$ cat src/rtl/snn_pkg.sv
// ---------------------------------------------------------------------------
// snn_pkg
//   Shared types and widths for the SNN layer datapath.
//   - sched_state_t : layer scheduler FSM states
//   - SPIKE_W       : spikes per input vector
//   - WEIGHT_W      : bits per signed synaptic weight
//   - CURRENT_W     : bits of the signed input current
//   - WORD_W        : one neuron's packed weight word (SPIKE_W * WEIGHT_W)
// ---------------------------------------------------------------------------
package snn_pkg;

   localparam int SPIKE_W   = 8;
   localparam int WEIGHT_W  = 2;
   localparam int CURRENT_W = 5;
   localparam int WORD_W    = SPIKE_W * WEIGHT_W;

   typedef enum logic [2:0] {
      IDLE  = 3'd0,
      FETCH = 3'd1,
      LOAD  = 3'd2,
      CALC  = 3'd3,
      EMIT  = 3'd4
   } sched_state_t;

endpackage

$ cat src/rtl/snn_layer_scheduler.sv
// ---------------------------------------------------------------------------
// snn_layer_scheduler
//   Time-shares one external input-current calculator across the neurons of
//   a layer. On start it latches the spike vector, then per neuron: reads the
//   weight word, registers it for the calculator, captures the calculator's
//   current, and hands it downstream over valid/ready. An all-zero spike
//   vector skips the memory and calculator and emits zero currents back to
//   back.
//
// Ports
//   clk, reset            : clock, asynchronous active-high reset
//   start, input_spikes   : pass request and spike vector (latched on start)
//   weight_rd_en/addr     : weight memory read strobe and neuron address
//   weight_data           : weight word, one cycle after the read strobe
//   calc_spikes/weights   : operands to the shared calculator
//   calc_current          : combinational calculator result
//   current_valid/ready   : downstream handshake
//   current_out/neuron_idx: presented current and its neuron
//   busy, done            : pass in progress / end-of-pass pulse
// ---------------------------------------------------------------------------
module snn_layer_scheduler
   import snn_pkg::*;
#(
   parameter int N_NEURONS = 8,
   parameter int IDX_W     = $clog2(N_NEURONS)
) (
   input  logic                 clk,
   input  logic                 reset,
   input  logic                 start,
   input  logic [SPIKE_W-1:0]   input_spikes,
   output logic                 weight_rd_en,
   output logic [IDX_W-1:0]     weight_addr,
   input  logic [WORD_W-1:0]    weight_data,
   output logic [SPIKE_W-1:0]   calc_spikes,
   output logic [WORD_W-1:0]    calc_weights,
   input  logic [CURRENT_W-1:0] calc_current,
   output logic                 current_valid,
   input  logic                 current_ready,
   output logic [CURRENT_W-1:0] current_out,
   output logic [IDX_W-1:0]     neuron_idx,
   output logic                 busy,
   output logic                 done
);

   localparam logic [IDX_W-1:0] LAST_IDX = IDX_W'(N_NEURONS - 1);

   sched_state_t           state_q, state_d;
   logic [IDX_W-1:0]       idx_q, idx_d;
   logic [SPIKE_W-1:0]     spk_q, spk_d;
   logic [WORD_W-1:0]      w_q, w_d;
   logic [CURRENT_W-1:0]   cur_q, cur_d;
   logic                   done_q, done_d;

   logic last_nrn;
   logic fast;
   logic hs;

   assign last_nrn = (idx_q == LAST_IDX);
   // The latch is only ever zero during a pass when the pass took the fast path.
   assign fast     = (spk_q == '0);
   assign hs       = (state_q == EMIT) && current_ready;

   // ---- FSM: state register ----
   always_ff @(posedge clk or posedge reset) begin
      if (reset) state_q <= IDLE;
      else       state_q <= state_d;
   end

   // ---- FSM: next state ----
   always_comb begin
      state_d = state_q;
      case (state_q)
         IDLE:  if (start) state_d = (input_spikes == '0) ? EMIT : FETCH;
         FETCH: state_d = LOAD;
         LOAD:  state_d = CALC;
         CALC:  state_d = EMIT;
         EMIT: begin
            if (current_ready) begin
               if (last_nrn)  state_d = IDLE;
               else if (fast) state_d = EMIT;
               else           state_d = FETCH;
            end
         end
         default: state_d = IDLE;
      endcase
   end

   // ---- FSM: outputs ----
   always_comb begin
      weight_rd_en  = (state_q == FETCH);
      current_valid = (state_q == EMIT);
      busy          = (state_q != IDLE);
   end

   // ---- datapath next state ----
   always_comb begin
      idx_d  = idx_q;
      spk_d  = spk_q;
      w_d    = w_q;
      cur_d  = cur_q;
      done_d = 1'b0;
      case (state_q)
         IDLE: begin
            if (start) begin
               spk_d = input_spikes;
               idx_d = '0;
               // Zero here doubles as the fast-path current for every neuron.
               cur_d = '0;
            end
         end
         LOAD: w_d   = weight_data;
         CALC: cur_d = calc_current;
         EMIT: begin
            if (hs) begin
               if (last_nrn) done_d = 1'b1;
               else          idx_d  = idx_q + IDX_W'(1);
            end
         end
         default: ;
      endcase
   end

   always_ff @(posedge clk or posedge reset) begin
      if (reset) begin
         idx_q  <= '0;
         spk_q  <= '0;
         w_q    <= '0;
         cur_q  <= '0;
         done_q <= 1'b0;
      end else begin
         idx_q  <= idx_d;
         spk_q  <= spk_d;
         w_q    <= w_d;
         cur_q  <= cur_d;
         done_q <= done_d;
      end
   end

   assign weight_addr  = idx_q;
   assign calc_spikes  = spk_q;
   assign calc_weights = w_q;
   assign current_out  = cur_q;
   assign neuron_idx   = idx_q;
   assign done         = done_q;

endmodule

$ cat config.mk
export PLATFORM = sky130hd
export DESIGN_NAME = snn_layer_scheduler
export DESIGN_NICKNAME = d
export VERILOG_FILES = /design/src/rtl/snn_pkg.sv /design/src/rtl/snn_layer_scheduler.sv
export SDC_FILE = /design/constraint.sdc
export NUM_CORES = 1
export LEC_CHECK = 0
export CORE_UTILIZATION = 44
export CTS_CLUSTER_SIZE = 10
export DETAILED_ROUTE_END_ITERATION = 6
export PLACE_DENSITY = 0.84
export SKIP_LAST_GASP = 1
export SYNTH_ARGS = -nofsm -noshare
export SYNTH_HDL_FRONTEND = slang
export SYNTH_SLANG_ARGS = --single-unit
$ cat constraint.sdc
create_clock -name clk -period 4.2 [get_ports clk]
set_input_delay 0.63 -clock clk [delete_from_list [all_inputs] [get_ports clk]]
set_output_delay 0.63 -clock clk [all_outputs]
set_load 0.05 [all_outputs]
* After elaboration in Yosys (flattened, before gate mapping)
Index checks and enable logic that the tools add are counted.
** Word-level totals
- Logic and storage cells :: 42
- Output and inout bits :: 39
- Register bits after elaboration :: 36
- Input bits :: 33
** Operators by class
- Add/sub/neg operators :: 1
- Muxes and demuxes :: 15
- Eq/ne operators :: 9
- Reduce and logical (&&, ||, !) cells :: 11
** Operators by type and width (count)
- 2-to-1 mux 3 bit :: 8
- zero test 8 bit :: 2
- one-hot mux 3 bit (5 select lines) :: 1
- one-hot mux 5 bit (2 select lines) :: 1
- equality test 3 x 2 -> 1 bit, second input constant :: 2
- equality test 3 bit, second input constant :: 2
- one-hot mux 3 bit (2 select lines) :: 1
- AND reduction 2 bit :: 3
- 2-to-1 mux 5 bit :: 1
- != test 2 x 1 -> 1 bit, second input constant :: 2
- != test 2 bit, second input constant :: 2
- AND reduction 4 bit :: 1
- nonzero test 2 bit :: 2
- adder 3 x 1 -> 3 bit, second input constant :: 1
- equality test 3 x 1 -> 1 bit, second input constant :: 1
- zero test 3 bit :: 1
- 2-to-1 mux 1 bit :: 3
- nonzero test 3 bit :: 1
- logical AND 1 bit :: 1

* Depth between registers and ports, before layout
Gate-level depths: netlist of the first run.
- Depth after elaboration :: 5
- Mapped depth :: 6
- Mapped depth without buffers :: 6

* Worst setup path before layout of the first run
No wires, ideal clock.
- Path kind :: register to output
- From :: register state_q[2]
- To :: output weight_rd_en
- Slack :: 1810 ps
- Stages on the path, launching flop included :: 3
- Data required time :: 3570 ps
- Arrival :: 1760 ps
- Path through :: dfrtp_1 > buf_2 > nor3b_1
** Between the ends
- Longest elaborated chain between the ends :: 1
** Ends and longest elaborated chain
- start, declared :: line snn_layer_scheduler.sv:47 : sched_state_t state_q, state_d;
- start signal, assigned :: line snn_layer_scheduler.sv:66 : else state_q <= state_d;
- equality test 3 x 1 -> 1 bit :: line snn_layer_scheduler.sv:90 : weight_rd_en = (state_q == FETCH);
- end, declared :: line snn_layer_scheduler.sv:31 : output logic weight_rd_en,
No other way between the ends.

* Final worst setup path of the first run
- From :: register state_q[1]
- To :: output current_valid
** Between the ends
- Longest elaborated chain between the ends :: 1
** Ends and longest elaborated chain
- equality test 3 bit :: line snn_layer_scheduler.sv:91 : current_valid = (state_q == EMIT);
- end, declared :: line snn_layer_scheduler.sv:37 : output logic current_valid,
No other way between the ends.

==> metrics.txt, run 1 <==
status completed; DRC Markers 0; CTS sink count 36; CP max stage cell clkdlybuf4s50_1; Switching Share 48.2%; Yosys cell types 32; actual slew at the worst max-slew pin 0.527 ns; drt via density 5.18; kind of critical path reg2out; largest cells by area after synthesis dfrtp_1 56%, mux2_2 11%, mux2_4 8.4%; Setup-failing EPs final 0; Layout Area Growth over Synthesis 48.3%; I/O Buffers 71; total wire length 3.60 mm; Final Total Pwr 2250 uW; Synth top area share 56.1%; PD cells 943 nW/um2; ANT nets after route 0; Global Route Usage Sum 21.3%; final period utilization 62.9%; arrival time at the worst endpoint 2.01 ns; share of post-route cells with drive strength above 1 19.8%; Rel. slew slack 64.7%; number of enable flip-flop cells after synthesis 0; initial antenna violation count 0; CP Launch Type flip-flop; total iterations of the first detailed-routing run 4; total setup buffers inserted after CTS 0; register area share after synthesis 56.1%; initial core utilization 47.0%; Peak VDD IR 0.509 mV; wire length of the first global-routing pass 6.31 mm; DR vias 1,207; crit-path cells nor2_2, and2_1, clkdlybuf4s50_1; PostCTS Resize Cnt 0; CP Capture Type primary output; Crit path max-delay family buffers and inverters; cell count after synthesis 113; RePlAce Congestion 0.895; fin crit period 2.64 ns; Avg Inst Size Synth 14.2 um2; cell accounting for the most synthesized area dfrtp_1; GRT Residual Overflow 0; clock network power share 8.3%; Max-Cap Viols 0; io pins 72; Async SR Flop Fraction 100%; Num CTS Buffers 5; H-tree depth 2; Die Area 3900 um2; Site Rows 21; fin cells 233; number of global-route vias before repair 1,291; clock-pin slew of the registers on the worst-case setup and hold paths 0.10 ns; leakage power 0.00103 uW; total internal power 1160 uW; Buf/Inv on CP 1; largest net degree at the start of global routing 37; Synth top cells by count 36 x dfrtp_1, 16 x mux2_2, 9 x mux2_4; Root Buffer clkbuf_4; top-count cell post-synth dfrtp_1; Initial DRC Count 15; Comb pwr share 63.3%; Worst Path Max Fanout 7; Flop pwr share 28.3%; Synth Warn # 0; mapped cell area 1610 um2; Mapped Nets 148; Post-CTS Hold Fix Bufs 0; Sw Pwr 1080 uW; Post-Place Cells 225; Layout Nets 221; Setup TNS 0 ns; diode count 0; Worst Hold Class reg2reg; Fin. Hold Viols 0; slowest cell delay on critical path 0.82 ns; Post-synth top flop dfrtp_1; CTS tree yes; Skew-Pair Late Insertion Delay 0.33 ns; hpwl dp 2.78 mm; WP data required 3.57 ns; unrepaired setup endpoints after global routing no; Synth Register Bits 36; clk buf depth 2; Die W 62.4 um; Core ar. 3420 um2; die extent in y 62.4 um; pins over their slew limit 0; Routed WL per cell 15.5 um; skew final 0.00750 ns; Max Clock Freq 378 MHz
cell families (layout without fill, tap and decap cells):
family,Yosys count,in the layout,synth area share (%)
AOI/OAI and AO/OA,19,19,9.03
adders and majority gates,2,2,1.56
buffers and inverters,8,82,4.13
DFF,36,36,56.1
muxes,25,25,19.6
and+or+nand+nor,23,23,9.58
cell usage in the layout (no fill, tap or decap), types with 3 or more instances in the layout:
master / n
o21a_1: 5
a22o_1: 3
dfrtp_1: 36
o22a_1: 5
clkdlybuf4s50_1: 71
mux2_4: 9
nand2_1: 4
clkbuf_4: 5
mux2_2: 16
nor4_1: 4
o21ai_0: 3
worst paths after layout:
check,start,slack [ns],end,cells after the start
worst min register to register,calc_weights[1],0.51,calc_weights[1],1
max in group asynchronous,reset,3.19,calc_spikes[7],3
min in group asynchronous,reset,0.69,calc_weights[1],3
worst max-delay path,state_q[1],1.56,current_valid,3
worst max register to register,neuron_idx[0],2.29,neuron_idx[0],6
worst min-delay path,calc_weights[1],0.51,calc_weights[1],1
layer usage:
layer | track usage, % | share of wire (%) | up-vias
met4 | 9.88 | 2.2 | 0
met2 | 35.3 | 50 | 44
met3 | 6.57 | 5.4 | 9
met5 | 0 | 0 | -
met1 | 25.1 | 42 | 598
li1 | - | - | 556
cell type report:
type,instances,area [um2]
Clock buffer,8,58.8
Fill cell,258,1030
Inverter,2,7.51
Multi-Input combinational cell,69,639
Sequential cell,36,901
Tap cell,46,57.6
Timing Repair Buffer,72,718
registers in the layout, indices dropped and copies added, names as in the netlist:
| signal | cells |
|---|---|
| calc_weights | 16 |
| calc_spikes | 8 |
| current_out | 5 |
| neuron_idx | 3 |
| state_q | 3 |
| done | 1 |
power groups by stage:
| stage | Clock, uW | Combinational (uW) | Sequential [uW] |
|---|---|---|---|
| 6_report | 188 | 1420 | 637 |
| 5_1_grt | 213 | 1490 | 663 |
| 4_1_cts | 194 | 1430 | 639 |
| 3_5_place_dp | 0 | 1430 | 645 |
| 3_3_place_gp | 0 | 1400 | 631 |
| 2_1_floorplan | 0 | 527 | 1130 |
stage by stage:
| stage | instance area (um2) | hold WS (ns) | util (%) | setup WS [ns] |
|---|---|---|---|---|
| after floorplan | 1610 | 0.613 | - | 1.81 |
| after global placement | 2320 | 0.491 | 68.0 | 1.93 |
| after detailed placement | 2320 | 0.492 | 68.0 | 1.94 |
| after CTS | 2380 | 0.521 | 69.7 | 1.55 |
| after global routing | 2380 | 0.543 | 69.7 | 1.40 |
| final | 2380 | 0.514 | 69.7 | 1.56 |
worst register-to-register path, cell delays in order, from the launching register on:
cell	delay, ns
dfrtp_1	0.44
ha_1	0.23
ha_1	0.22
nand3b_1	0.19
nor3_1	0.41
mux2_2	0.25
a22o_1	0.11
Power figures use the tool's default switching activity.
==> run 2, diff against run 1 <==
--- a/config.mk
+++ b/config.mk
@@ -5,10 +5,10 @@
 export SDC_FILE = /design/constraint.sdc
 export NUM_CORES = 1
 export LEC_CHECK = 0
-export CORE_UTILIZATION = 44
+export CORE_UTILIZATION = 41
 export CTS_CLUSTER_SIZE = 10
 export DETAILED_ROUTE_END_ITERATION = 6
-export PLACE_DENSITY = 0.84
+export PLACE_DENSITY = 0.79
 export SKIP_LAST_GASP = 1
 export SYNTH_ARGS = -nofsm -noshare
 export SYNTH_HDL_FRONTEND = slang
==> constraint.sdc (replaced) <==
create_clock -name clk -period 2.6 [get_ports clk]
set_input_delay 0.39 -clock clk [delete_from_list [all_inputs] [get_ports clk]]
set_output_delay 0.39 -clock clk [all_outputs]
set_load 0.05 [all_outputs]
==> run 2 against run 1 <==
Effect of this change: sequential power grew 62%; global-route usage decreased by 3.0 points; die area up 7.1%; setup slack worse by 1.3 ns; largest cell class unchanged.
==> metrics.txt, run 2 (same netlist as run 1, synthesis figures left out) <==
Fin. Hold Viols 0; Core ar. 3720 um2; slowest cell delay on critical path 0.85 ns; Rel. slew slack 64.8%; leakage power 0.00105 uW; RePlAce Congestion 0.848; DRC Markers 0; unrepaired setup endpoints after global routing no; worst hold slack 0.504 ns; CTS tree yes; initial antenna violation count 0; WP data required 2.21 ns; drt via density 5.03; FF-to-FF path depth 6; most common cell after layout, fill and taps aside clkdlybuf4s50_1; CP Capture Type primary output; I/O Buffers 71; Crit. Startpoint state_q[2]; Skew-Pair Late Insertion Delay 0.29 ns; Routed WL per cell 15.0 um; largest net degree at the start of global routing 37; Worst Hold Class in2async; Num CTS Buffers 5; crit-path cells nor3b_1, clkdlybuf4s50_1; clk buf depth 2; max reg flops 16; GRT Residual Overflow 0; DR vias 1,181; Global Route Usage Sum 18.3%; number of global-route vias before repair 1,172; H-tree depth 2; Fillers 288; actual slew at the worst max-slew pin 0.527 ns; initial core utilization 43.2%; highest-count cells in the layout ignoring fill and taps 71 x clkdlybuf4s50_1, 36 x dfrtp_1, 16 x mux2_2, 9 x mux2_4; Setup-failing EPs final 0; pins over their slew limit 0; kind of critical path reg2out; Crit path max-delay family buffers and inverters; io pins 72; fin crit period 2.36 ns; Max Clock Freq 423 MHz; Post-CTS Hold Fix Bufs 0; ANT nets after route 0; Site Rows 22; Die Area 4170 um2; wire length of the first global-routing pass 5.65 mm; total wire length 3.52 mm; Worst Path Max Fanout 14; status completed; Buf/Inv on CP 1; Root Buffer clkbuf_8; CP Launch Type flip-flop; Die W 64.6 um; hpwl dp 2.67 mm; CTS sink count 36; Max-Cap Viols 0; cell count along the critical path 2; total setup buffers inserted after CTS 0; arrival time at the worst endpoint 1.97 ns; die extent in y 64.6 um; footprint of the multi-input gates 639 um2; total iterations of the first detailed-routing run 6; Initial DRC Count 49; reg2reg start neuron_idx[0]; CP max stage cell clkdlybuf4s50_1; final period utilization 90.9%; share of post-route cells with drive strength above 1 20.9%; Storage cell area 901 um2; skew final 0.00529 ns; PD cells 1560 nW/um2; diode count 0; Setup TNS 0 ns; Peak VDD IR 0.715 mV; Final Total Pwr 3800 uW; PostCTS Resize Cnt 0; Layout Area Growth over Synthesis 51.7%; Layout Nets 221; clock-pin slew of the registers on the worst-case setup and hold paths 0.07 ns
-- run 2: changes by cell type in the layout (fill, tap and decap cells not counted), sizes merged --
cell      delta
clkbuf       -3
clkinv       +1
bufinv       +1
clkinvlp     +1
-- run 2: worst register-to-register path: stages, from the launching register on --
cell      delay (ns)
dfrtp_1         0.44
ha_1            0.22
ha_1            0.21
nand3b_1        0.19
nor3_1          0.39
mux2_2          0.25
a22o_1          0.11
-- run 2: layout make-up --
| cell class | instances | share of cell area, % |
|---|---|---|
| Sequential cell | 36 | 37.0 |
| Tap cell | 48 | 2.46 |
| Clock inverter | 3 | 1.75 |
| Timing Repair Buffer | 72 | 29.5 |
| Clock buffer | 5 | 2.82 |
| Multi-Input combinational cell | 69 | 26.2 |
| Inverter | 2 | 0.308 |
-- run 2: layer usage --
layer  track usage [%]  part of all wire (%)
met1              21.3                    42
met2              31.6                    53
met3              5.11                   4.4
met4              7.50                   1.2
met5                 0                     0
-- run 2: metrics by stage --
step	utilization, %	instance area [um2]	std cells	worst slack (ns)
after floorplan	-	1610	113	0.450
after detailed placement	62.6	2330	227	0.556
after global routing	65.6	2440	235	0.146
after global placement	62.6	2330	227	0.580
after CTS	65.6	2440	235	0.235
final	65.6	2440	235	0.237
-- run 2: final timing paths --
check | endpoint | slack, ns
hold reg to reg | calc_weights[7] | 0.51
min in group clk | calc_weights[7] | 0.51
setup / recovery | weight_rd_en | 0.24
max in group asynchronous | calc_weights[3] | 1.79
hold / removal | calc_weights[5] | 0.50
setup reg to reg | neuron_idx[0] | 0.73
-- run 2: power breakdown --
group | leakage, uW | internal, uW | switching [uW] | total [uW]
sequential | 0.000440 | 825 | 205 | 1030
combinational | 0.000558 | 925 | 1370 | 2290
clock | 0.0000541 | 283 | 196 | 479
==> run 3, diff against run 2 <==
--- a/config.mk
+++ b/config.mk
@@ -9,7 +9,6 @@
 export CTS_CLUSTER_SIZE = 10
 export DETAILED_ROUTE_END_ITERATION = 6
 export PLACE_DENSITY = 0.79
-export SKIP_LAST_GASP = 1
 export SYNTH_ARGS = -nofsm -noshare
 export SYNTH_HDL_FRONTEND = slang
 export SYNTH_SLANG_ARGS = --single-unit
==> results of run 3 <==
No change in the layout: final DEF, timing and power equal those of run 2.
